## src/rtl/ireg_prefetch_pkg.sv

```systemverilog
// Shared instruction-register constants and types used by the IR, the prefetch
// queue and decode.
package ireg_prefetch_pkg;

    localparam int IW_DEF    = 49;
    localparam int IOBW_DEF  = 48;
    localparam int SPLIT_DEF = 26;
    localparam int DEPTH_DEF = 4;

    typedef logic [IW_DEF-1:0] instr_t;

endpackage

```

## src/rtl/ireg_imod_merge.sv

```systemverilog
// IMOD substitution: overlays IOB onto the low and/or high instruction fields
// as a word is loaded into IR.
module ireg_imod_merge
    import ireg_prefetch_pkg::*;
#(
    parameter int IW    = IW_DEF,
    parameter int IOBW  = IOBW_DEF,
    parameter int SPLIT = SPLIT_DEF
) (
    input  logic [IW-1:0]   i_src,
    input  logic [IOBW-1:0] i_iob,
    input  logic            i_destimod0,
    input  logic            i_destimod1,
    output logic [IW-1:0]   o_merged
);

    logic [IOBW-1:0] w_low_mid;

    assign w_low_mid[SPLIT-1:0]    = i_destimod0 ? i_iob[SPLIT-1:0]    : i_src[SPLIT-1:0];
    assign w_low_mid[IOBW-1:SPLIT] = i_destimod1 ? i_iob[IOBW-1:SPLIT] : i_src[IOBW-1:SPLIT];

    // Bits above the IOB width exist only when IR is wider than IOB; they clear on a high IMOD.
    generate
        if (IW > IOBW) begin : g_wide
            assign o_merged = {(i_destimod1 ? {(IW-IOBW){1'b0}} : i_src[IW-1:IOBW]), w_low_mid};
        end else begin : g_narrow
            assign o_merged = w_low_mid;
        end
    endgenerate

endmodule

```

## src/rtl/ireg_prefetch.sv

```systemverilog
// Instruction register fed by a DEPTH-entry prefetch queue with empty-queue
// bypass, jump flush and IMOD substitution on load.
module ireg_prefetch
    import ireg_prefetch_pkg::*;
#(
    parameter int IW    = IW_DEF,
    parameter int IOBW  = IOBW_DEF,
    parameter int SPLIT = SPLIT_DEF,
    parameter int DEPTH = DEPTH_DEF,
    localparam int CW   = $clog2(DEPTH+1),
    localparam int PW   = $clog2(DEPTH)
) (
    input  logic            clk,
    input  logic            reset,
    input  logic            in_valid,
    input  logic [IW-1:0]   in_i,
    output logic            in_ready,
    input  logic            fetch,
    input  logic            flush,
    input  logic [IOBW-1:0] iob,
    input  logic            destimod0,
    input  logic            destimod1,
    output logic [IW-1:0]   ir,
    output logic            ir_valid,
    output logic [CW-1:0]   count
);

    logic [IW-1:0] r_mem [DEPTH];
    logic [PW-1:0] r_wr_ptr;
    logic [PW-1:0] r_rd_ptr;
    logic [CW-1:0] r_count;
    logic [IW-1:0] r_ir;
    logic          r_ir_valid;

    logic          w_full;
    logic          w_empty;
    logic          w_bypass;
    logic          w_push;
    logic          w_pop;
    logic          w_load;
    logic [IW-1:0] w_src;
    logic [IW-1:0] w_merged;

    assign w_full   = (r_count == CW'(DEPTH));
    assign w_empty  = (r_count == '0);
    assign in_ready = ~w_full;

    // A word bypassed straight into IR on an empty queue is consumed, never enqueued.
    assign w_bypass = w_empty & in_valid & fetch & ~flush;
    assign w_push   = in_valid & ~w_full & ~flush & ~w_bypass;
    assign w_pop    = fetch & ~w_empty & ~flush;
    assign w_load   = w_pop | w_bypass;
    assign w_src    = w_empty ? in_i : r_mem[r_rd_ptr];

    ireg_imod_merge #(
        .IW    (IW),
        .IOBW  (IOBW),
        .SPLIT (SPLIT)
    ) u_merge (
        .i_src       (w_src),
        .i_iob       (iob),
        .i_destimod0 (destimod0),
        .i_destimod1 (destimod1),
        .o_merged    (w_merged)
    );

    // NOTE: queue storage has no reset; occupancy and pointers alone define which entries are live.
    always_ff @(posedge clk) begin
        if (w_push) begin
            r_mem[r_wr_ptr] <= in_i;
        end
    end

    // NOTE: sequential state uses non-blocking assignments so every register samples pre-edge values.
    always_ff @(posedge clk) begin
        if (reset) begin
            r_wr_ptr   <= '0;
            r_rd_ptr   <= '0;
            r_count    <= '0;
            r_ir       <= '0;
            r_ir_valid <= 1'b0;
        end else if (flush) begin
            r_count  <= '0;
            r_rd_ptr <= r_wr_ptr;
            if (fetch) begin
                r_ir_valid <= 1'b0;
            end
        end else begin
            if (w_push) begin
                r_wr_ptr <= r_wr_ptr + PW'(1);
            end
            if (w_pop) begin
                r_rd_ptr <= r_rd_ptr + PW'(1);
            end
            case ({w_push, w_pop})
                2'b10:   r_count <= r_count + CW'(1);
                2'b01:   r_count <= r_count - CW'(1);
                default: r_count <= r_count;
            endcase
            if (fetch) begin
                r_ir_valid <= w_load;
                if (w_load) begin
                    r_ir <= w_merged;
                end
            end
        end
    end

    assign ir       = r_ir;
    assign ir_valid = r_ir_valid;
    assign count    = r_count;

endmodule

```

## config.mk

```make
export PLATFORM = sky130hd
export DESIGN_NAME = ireg_prefetch
export DESIGN_NICKNAME = d
export VERILOG_FILES = /design/src/rtl/ireg_prefetch_pkg.sv /design/src/rtl/ireg_imod_merge.sv /design/src/rtl/ireg_prefetch.sv
export SDC_FILE = /design/constraint.sdc
export NUM_CORES = 1
export LEC_CHECK = 0
export CORE_MARGIN = 4
export CORE_UTILIZATION = 54
export DETAILED_ROUTE_END_ITERATION = 10
export PLACE_DENSITY = 0.8
export SLEW_MARGIN = 20
export SYNTH_ARGS = -nofsm -noshare
export SYNTH_HDL_FRONTEND = slang
export SYNTH_SLANG_ARGS = --single-unit
```

## constraint.sdc

```tcl
create_clock -name clk -period 3.6 [get_ports clk]
set_clock_uncertainty 0.2 [all_clocks]
set_input_delay 0.72 -clock clk [delete_from_list [all_inputs] [get_ports clk]]
set_output_delay 0.72 -clock clk [all_outputs]
set_load 0.02 [all_outputs]
```

Yosys cells after proc, flatten, opt, wreduce, memory -nomap -nowiden
Memory sizes are Yosys's and may differ from the RTL's. A register that Yosys moved wholly into a read port is not among the register bits. Index checks and enable logic that the tools add are counted.

RAM bits: 196. Logic and storage cells: 46. Memories: 1. Bits in registers: 57.

Memories: r_mem (words 4, bits a word 49, rd ports 1, clocked after Yosys merged registers in 1, write ports 1, line ireg_prefetch.sv:28) `logic [IW-1:0] r_mem [DEPTH];`.

Muxes and demuxes: 14. Reductions and logical operators: 6. Add/sub/neg operators: 4. Bitwise gates (word level): 13. Eq/ne operators: 3.

Operators by type and width (count): 49-bit two-way mux (1); 26-bit two-way mux (1); 22-bit two-way mux (1); 1-bit AND (8); 2-bit two-way mux (4); 1-bit two-way mux (6); 3-bit one-hot mux with 2 select lines (1); 2-bit by 1-bit adder with 2-bit output (second input constant) (2); 1-bit inverter (4); 2-bit nonzero test (2); 3-bit by 1-bit adder with 3-bit output (second input constant) (1); 3-bit equality test (second input constant) (1); 3-bit logical NOT (1); 3-bit AND reduction (1); 3-bit by 1-bit subtractor with 3-bit output (second input constant) (1); 2-bit by 1-bit equality test with 1-bit output (second input constant) (1); 2-bit equality test (second input constant) (1); 2-bit AND reduction (1); 2-bit OR reduction (1); 1-bit OR (1).

Logic depth before layout (Yosys ltp)
Gate-level depths: netlist of run 1.

Depth after elaboration: 8. Gate-level depth with buffers: 11.

By module
A second synthesis of run 1 with hierarchy kept.

Cells, all modules: 636. Area, all modules: 10581.4 um^2.

By module, submodules not included: ireg_prefetch (sequential area each 7066.8 um^2, cells each 582, area an instance 9885.7 um^2, times used 1); ireg_imod_merge (sequential area each 0.0 um^2, cells each 54, area an instance 695.7 um^2, times used 1).

Worst setup path after synthesis of run 1
OpenSTA, ideal clock, no wires.

Kind: input to register. From: in flush. To: mem r_mem[0][0] (netlist name), enable pin. Setup time: 0.412 ns. Arrival: 2.422 ns. Stages on the path: 4. Path slack: 0.566 ns. Cells stage by stage: clkbuf_1 inv_1 o311a_1 and2_1.

Cells in the longest elaborated chain, start to end: 6.

Ends and longest elaborated chain: start, declared (line ireg_prefetch.sv:19) `input logic flush,`; 1-bit inverter (no line) *; 1-bit AND (line ireg_prefetch.sv:49) `assign w_bypass = w_empty & in_valid & fetch & ~flush;`; 1-bit inverter (line ireg_prefetch.sv:50) `assign w_push = in_valid & ~w_full & ~flush & ~w_bypass;`; 1-bit AND * (line ireg_prefetch.sv:50); 1-bit two-way mux * (line ireg_prefetch.sv:69) `if (w_push) begin`; 1-bit two-way mux (implied by the code) * (line ireg_prefetch.sv:70) `r_mem[r_wr_ptr] <= in_i;`; end, declared (line ireg_prefetch.sv:28).

Every way passes the cells marked *; elsewhere a longest branch is shown, timed or not.

Worst setup path in the final report of run 1
From: reg r_count[0] (netlist: count[0]). To: out in_ready.

Cells in the longest elaborated chain, start to end: 2.

Ends and longest elaborated chain: start, declared (line ireg_prefetch.sv:31) `logic [CW-1:0] r_count;`; start signal, assigned (line ireg_prefetch.sv:96) `2'b10: r_count <= r_count + CW'(1);`; start signal, assigned (line ireg_prefetch.sv:97) `2'b01: r_count <= r_count - CW'(1);`; start signal, assigned (line ireg_prefetch.sv:98) `default: r_count <= r_count;`; 3-bit equality test (line ireg_prefetch.sv:44) `assign w_full = (r_count == CW'(DEPTH));`; 1-bit inverter (line ireg_prefetch.sv:46) `assign in_ready = ~w_full;`; end, declared (line ireg_prefetch.sv:17) `output logic in_ready,`.

No other way between the ends.

==> results of run 1 <==
==> synthesized netlist by cell type <==
cell,count
a21oi_1,99
dfxtp_1,59
xor2_1,2
inv_1,7
ha_1,5
o311ai_0,1
mux4_2,49
a221oi_1,1
o311a_1,1
a211oi_1,2
o31ai_1,1
a211o_1,48
nand2b_1,1
nand3_1,1
buf_6,1
o21ai_2,1
buf_1,1
buf_4,7
nor2_1,7
nor3_1,4
xnor2_1,4
buf_2,7
fa_1,1
o21ai_0,1
edfxtp_1,196
or3_1,1
and2_1,4
nand2_1,99
nor2b_1,49
or2_2,1
nand3b_1,1
clkbuf_1,34
==> power by group through the flow <==
stage	combinational [W]	sequential (W)	clock, W
finish	0.000505	0.00326	0.00278
global route	0.000541	0.00326	0.00294
CTS	0.000506	0.00326	0.00282
detailed placement	0.000502	0.00332	0
global placement	0.000486	0.00332	0
floorplan	0.000239	0.00333	0
==> per-layer routing <==
metal	up-vias	routed length, microns	track usage, %
li1	2922	-	-
met1	3287	9670	28.3
met2	216	12000	37.7
met3	42	1230	3.07
met4	0	528	6.16
met5	-	0	0
==> flip-flops by register name, indices dropped and copies added (netlist names), named ones only <==
| register | count |
|---|---|
| r_mem | 196 |
| ir_valid | 1 |
| ir | 49 |
| count | 3 |
| r_wr_ptr | 2 |
| r_rd_ptr | 2 |
==> worst register-to-register path, cell delays in order (launching register included) <==
cell	delay, ns
dfxtp_1	0.39
or3_2	0.56
o21ai_4	0.56
buf_4	0.54
nand2_1	0.15
a21oi_1	0.21
==> stage by stage <==
stage | utilization (%) | instance area [sq um] | instances | hold slack, ns
final | 69.3 | 13000 | 1098 | 0.257
after global routing | 69.3 | 13000 | 1098 | 0.275
after CTS | 69.3 | 13000 | 1097 | 0.258
after detailed placement | 64.6 | 12100 | 1049 | 0.249
after global placement | 64.6 | 12100 | 1049 | 0.243
after floorplan | - | 10300 | 696 | 0.269
==> worst paths after layout <==
check / start / end
min: ir[35] / ir[35]
max reg2reg: count[0] / ir[11]
max: count[0] / in_ready
min reg2reg: ir[35] / ir[35]
==> final cells by class <==
cell class,count,share of cell area (%)
timing repair buffer,169,13.1
tap,234,2.25
clock inverter,11,1.14
inverter,7,0.202
multi-input combinational,384,23.2
clock buffer,37,5.71
antenna,1,0.0192
sequential,255,54.3
==> logic make-up after synthesis <==
group | Yosys count | synth area share (%)
multiplexers | 49 | 10.7
AND/OR/NAND/NOR | 168 | 7.56
XOR/XNOR | 6 | 0.509
buffers and inverters | 57 | 2.48
flip-flops | 255 | 68.5
AO/OA/AOI/OAI | 155 | 9.49
adder cells (fa/ha/maj) | 6 | 0.800
==> metrics, run 1 <==
P_int around 0.0052 W; Worst Path Buf+Inv 2; starting density of the core a little over half; Worst R2R Setup Slack 0.90 ns; fmax 363 MHz; Rel. slew slack 41.7%; Worst-Margin Slew 0.875 ns; post-synthesis sequential area ratio 68.5%; pre-CTS setup slack 0.376 ns; first-pass GRT wire length ~37000 microns; core area roughly 0.019 sq mm; Vias/cell between 5 and 6; Sequential Power Share 49.8%; Ports 158; HPWL Detailed 13900 microns; # H-tree levels 1; DRT Wirelength ~23000 microns; Worst EP required 2.68 ns; Longest Clk Path Bufs 3; fraction of layout cells with a size suffix above 1 12.7%; Hold Path Class flop to flop; post-synth top area cell edfxtp_1; DR iter-0 viols 453; cts hold-fix bufs 0; status finished clean; RSZ-0062 raised after global routing no; worst r2r path cells 5; Ys Warns 0; Sequential Area 0.00707 sq mm; DR pass1 iterations 5; most common library cell in the layout ignoring fill and taps edfxtp_1; post-CTS setup buffers 0; Seq cells post-synth 255; vias post-DR 6467; Setup Crit Path Kind flop to output port; WL/cell 21.4 microns; aggregate global routing overflow 0; Num Clock Sinks 255; post-synthesis cell area 0.0103 sq mm; Post-layout nets 953; crit path max fanout 8; Fill cells roughly 1200; Layout area overhead 26.1%; GRT Util Overall 21.5%; Levels on crit path 3; hold depth 2; # DRC 0; clock-pin slew on the worst setup and hold paths 0.06 ns; largest net degree at the start of global routing 53; PwrDens a little over 500 mW/mm^2; Clock Power Share 42.5%; Synth cell types 32; Mapped Cells about 700; Multi-input gate area 0.00302 sq mm; P_sw roughly 0.0013 W; most frequent cells in the layout edfxtp_1 (196), clkdlybuf4s50_1 (154), nand2_1 (99), a21oi_1 (99), dfxtp_1 (57); CP delay by family, top buffers and inverters; gpl congestion 0.823; worst path arrival time 1.83 ns; PortBufs approximately 160; CTS tree yes; Post-Syn Nets roughly 800; share of the clock period used by the worst path 76.5%; Final Setup Violations 0; minimum clock period 2.75 ns; total power 0.00654 W; worst vdd ir 0.355 mV; die height 146 microns; CP Capture Type output port; combinational share of power 7.7%; Synth area leaders edfxtp_1 (57%), dfxtp_1 (11%), mux4_2 (11%); full die area 0.0214 sq mm; Sum Neg Setup Slack 0 ns; Slowest cell on crit path clkdlybuf4s50_1; vias in the first global route 6863; cts bufs inserted 26; critical path, cell by cell inv_1, nand3_1, clkdlybuf4s50_1; final hold violations 0; sw frac around 21%; Resized Gates After CTS 0; Root Buffer clkbuf_16; post-synth top area share 57.0%; leak pwr 4.17 nW; crit path launch type flop; Antenna Violating Nets Remaining 0; die extent in x 146 microns; Avg Cell Area, Syn 14.8 sq um; PnR worst setup slack about 0.85 ns; row cnt 50; max-cap viol count 0; worst skew pair latency 0.51 ns; Largest stage delay, worst path around 0.60 ns; Final Slew Violations 0; initial antenna violation count 1
No activity file was read; power rests on OpenSTA's default activity.
==> run 2: changes to the inputs <==
Clock period 3.6 ns to 2.65 ns, I/O delays scaled along.
==> run 2 against run 1 <==
Final area is 0.89% higher. Largest power group unchanged. Utilization is 0.62 points higher. First-iteration DRC count decreased by 9.9%. Non-clock buffer count rose by 11. Via count grew 0.63%. Flip-flop and latch count did not move.
==> metrics, run 2 (synthesized netlist as in run 1, its figures left out) <==
die extent in x 146 microns (unchanged); aggregate global routing overflow 0 (unchanged); leak pwr 4.24 nW (+1.7%); crit path launch type flop; clock-pin slew on the worst setup and hold paths 0.06 ns (about the same); minimum clock period 2.44 ns; row cnt 50 (unchanged); Clock Power Share 41.0% (-1.5 points); ANT cells 0 (-1); worst path arrival time 1.71 ns (-0.12 ns); combinational share of power 8.3% (+0.6 points); Vias/cell 5.87 (-0.27%); HPWL Detailed 14000 microns (+0.65%); M3 GR Usage 2.98% (-0.093 points); max FFs per register 196 (unchanged); DR pass1 iterations 5 (unchanged); hold path start ir[5]; gpl congestion 0.792 (-3.8%); Rel. slew slack 43.4% (+1.7 points); sw frac 20.7% (+0.21 points); largest net degree at the start of global routing 57 (+7.5%); worst r2r path cells 10 (+5); worst vdd ir 0.515 mV (+45%); reg2reg start count[2]; post-CTS setup buffers 0 (unchanged); Largest stage delay, worst path 0.60 ns (about the same); starting density of the core 55.0% (unchanged); P_int 0.00689 W (+33%); Worst-Margin Slew 0.849 ns (-0.0259 ns); Largest Register r_mem; total power 0.00869 W (+33%); GRT Util Overall 21.2% (-0.36 points); Final Slew Violations 0 (unchanged); fraction of layout cells with a size suffix above 1 14.3% (+1.6 points); die height 146 microns (unchanged); Ports 158 (unchanged); cts bufs inserted 26 (unchanged); Num Clock Sinks 255 (unchanged); Slowest cell on crit path clkdlybuf4s50_1; Worst R2R Setup Slack 0.29 ns (-0.61 ns); final hold violations 0 (unchanged); Resized Gates After CTS 0 (unchanged); vias post-DR 6508 (+0.63%); Layout area overhead 27.2%; initial antenna violation count 0 (-1); CP Capture Type output port; # DRC 0 (unchanged); post-route insts no fill 1108 (+0.91%); most common library cell in the layout ignoring fill and taps edfxtp_1; crit path max fanout 8 (unchanged); CTS tree yes; hold depth 2 (unchanged); WL/cell 20.6 microns (-3.5%); Sequential Power Share 50.7% (+0.9 points); RSZ-0062 raised after global routing no; critical path, cell by cell inv_1, nand3_1, clkdlybuf4s50_1; Cells after DPL 1060 (+1.0%); DRT Wirelength 22800 microns (-2.6%); met1 GRT Util 27.2% (-1.0 points); cts hold-fix bufs 0 (unchanged); global route hottest layer met2; WHS Endpoint ir[5]; Sum Neg Setup Slack 0 ns (unchanged); PortBufs 157 (unchanged); full die area 0.0214 sq mm (unchanged); P_sw 0.00180 W (+34%); max-cap viol count 0 (unchanged); most frequent cells in the layout edfxtp_1 (196), clkdlybuf4s50_1 (155), nand2_1 (99), a21oi_1 (99), dfxtp_1 (55); PwrDens 662 mW/mm^2 (+32%); worst skew pair latency 0.51 ns (about the same); smallest hold slack 0.255 ns (-0.00219 ns); met2 Track Usage GR 37.3% (-0.44 points); status finished clean; # H-tree levels 1 (unchanged); Antenna Violating Nets Remaining 0 (unchanged); Longest Clk Path Bufs 3 (unchanged); vias in the first global route 6862 (-0.015%); Hold Path Class flop to flop; fmax between 400 and 500 MHz; Post-layout nets 964 (+1.2%); core area 0.0188 sq mm (unchanged); Reg2Reg Capture Point count[2]; Root Buffer clkbuf_16; Worst EP required 1.92 ns (-0.76 ns); share of the clock period used by the worst path 92.0%; DR iter-0 viols 408 (-9.9%); first-pass GRT wire length 36400 microns (-1.3%); Setup Crit Path Kind flop to output port; Final Setup Violations 0 (unchanged)
==> run 2: how the worst max path moves through the flow <==
stage	startpoint	end	slack (ns)	cells past startpoint
after global placement	fetch	count[2]	-0.17	11
after CTS	count[0]	in_ready	0.08	3
after detailed placement	fetch	count[2]	-0.23	11
after global routing	count[2]	count[2]	0.11	10
after floorplan	flush	count[2]	0.23	11
final	count[0]	in_ready	0.21	3
==> run 2: final cells by class <==
type / count / area, sq um
Clock buffer: 37 / 743
Clock inverter: 11 / 103
Fill cell: 1213 / 5640
Inverter: 7 / 26.3
Multi-Input combinational cell: 384 / 3020
Sequential cell: 255 / 7070
Tap cell: 234 / 293
Timing Repair Buffer: 180 / 1870
==> run 2: power by group through the flow <==
stage | logic, W | clock network [W] | registers [W]
finish | 0.000721 | 0.00356 | 0.00440
floorplan | 0.000325 | 0 | 0.00452
CTS | 0.000728 | 0.00363 | 0.00440
global placement | 0.000701 | 0 | 0.00448
detailed placement | 0.000722 | 0 | 0.00449
global route | 0.000778 | 0.00379 | 0.00441
==> run 2: per-stage QoR <==
step	worst slack [ns]	area, sq um	utilization [%]
2_1_floorplan	0.229	10300	-
3_3_place_gp	-0.165	12300	65.4
3_5_place_dp	-0.231	12300	65.4
4_1_cts	0.0846	13100	69.9
5_1_grt	0.109	13100	70.0
6_report	0.213	13100	70.0
==> run 2: worst max-delay path: cells and delay by family (launching register included) <==
kind	cells	cell delay [ns]
simple gates	1	0.07
flops	1	0.42
buf+inv	2	0.70
==> run 2: routing by layer <==
metal | routed length [microns] | vias to the layer above
met1 | 8870 | 3261
met4 | 596 | 0
met3 | 1340 | 42
li1 | - | 2957
met5 | 0 | -
met2 | 12000 | 248
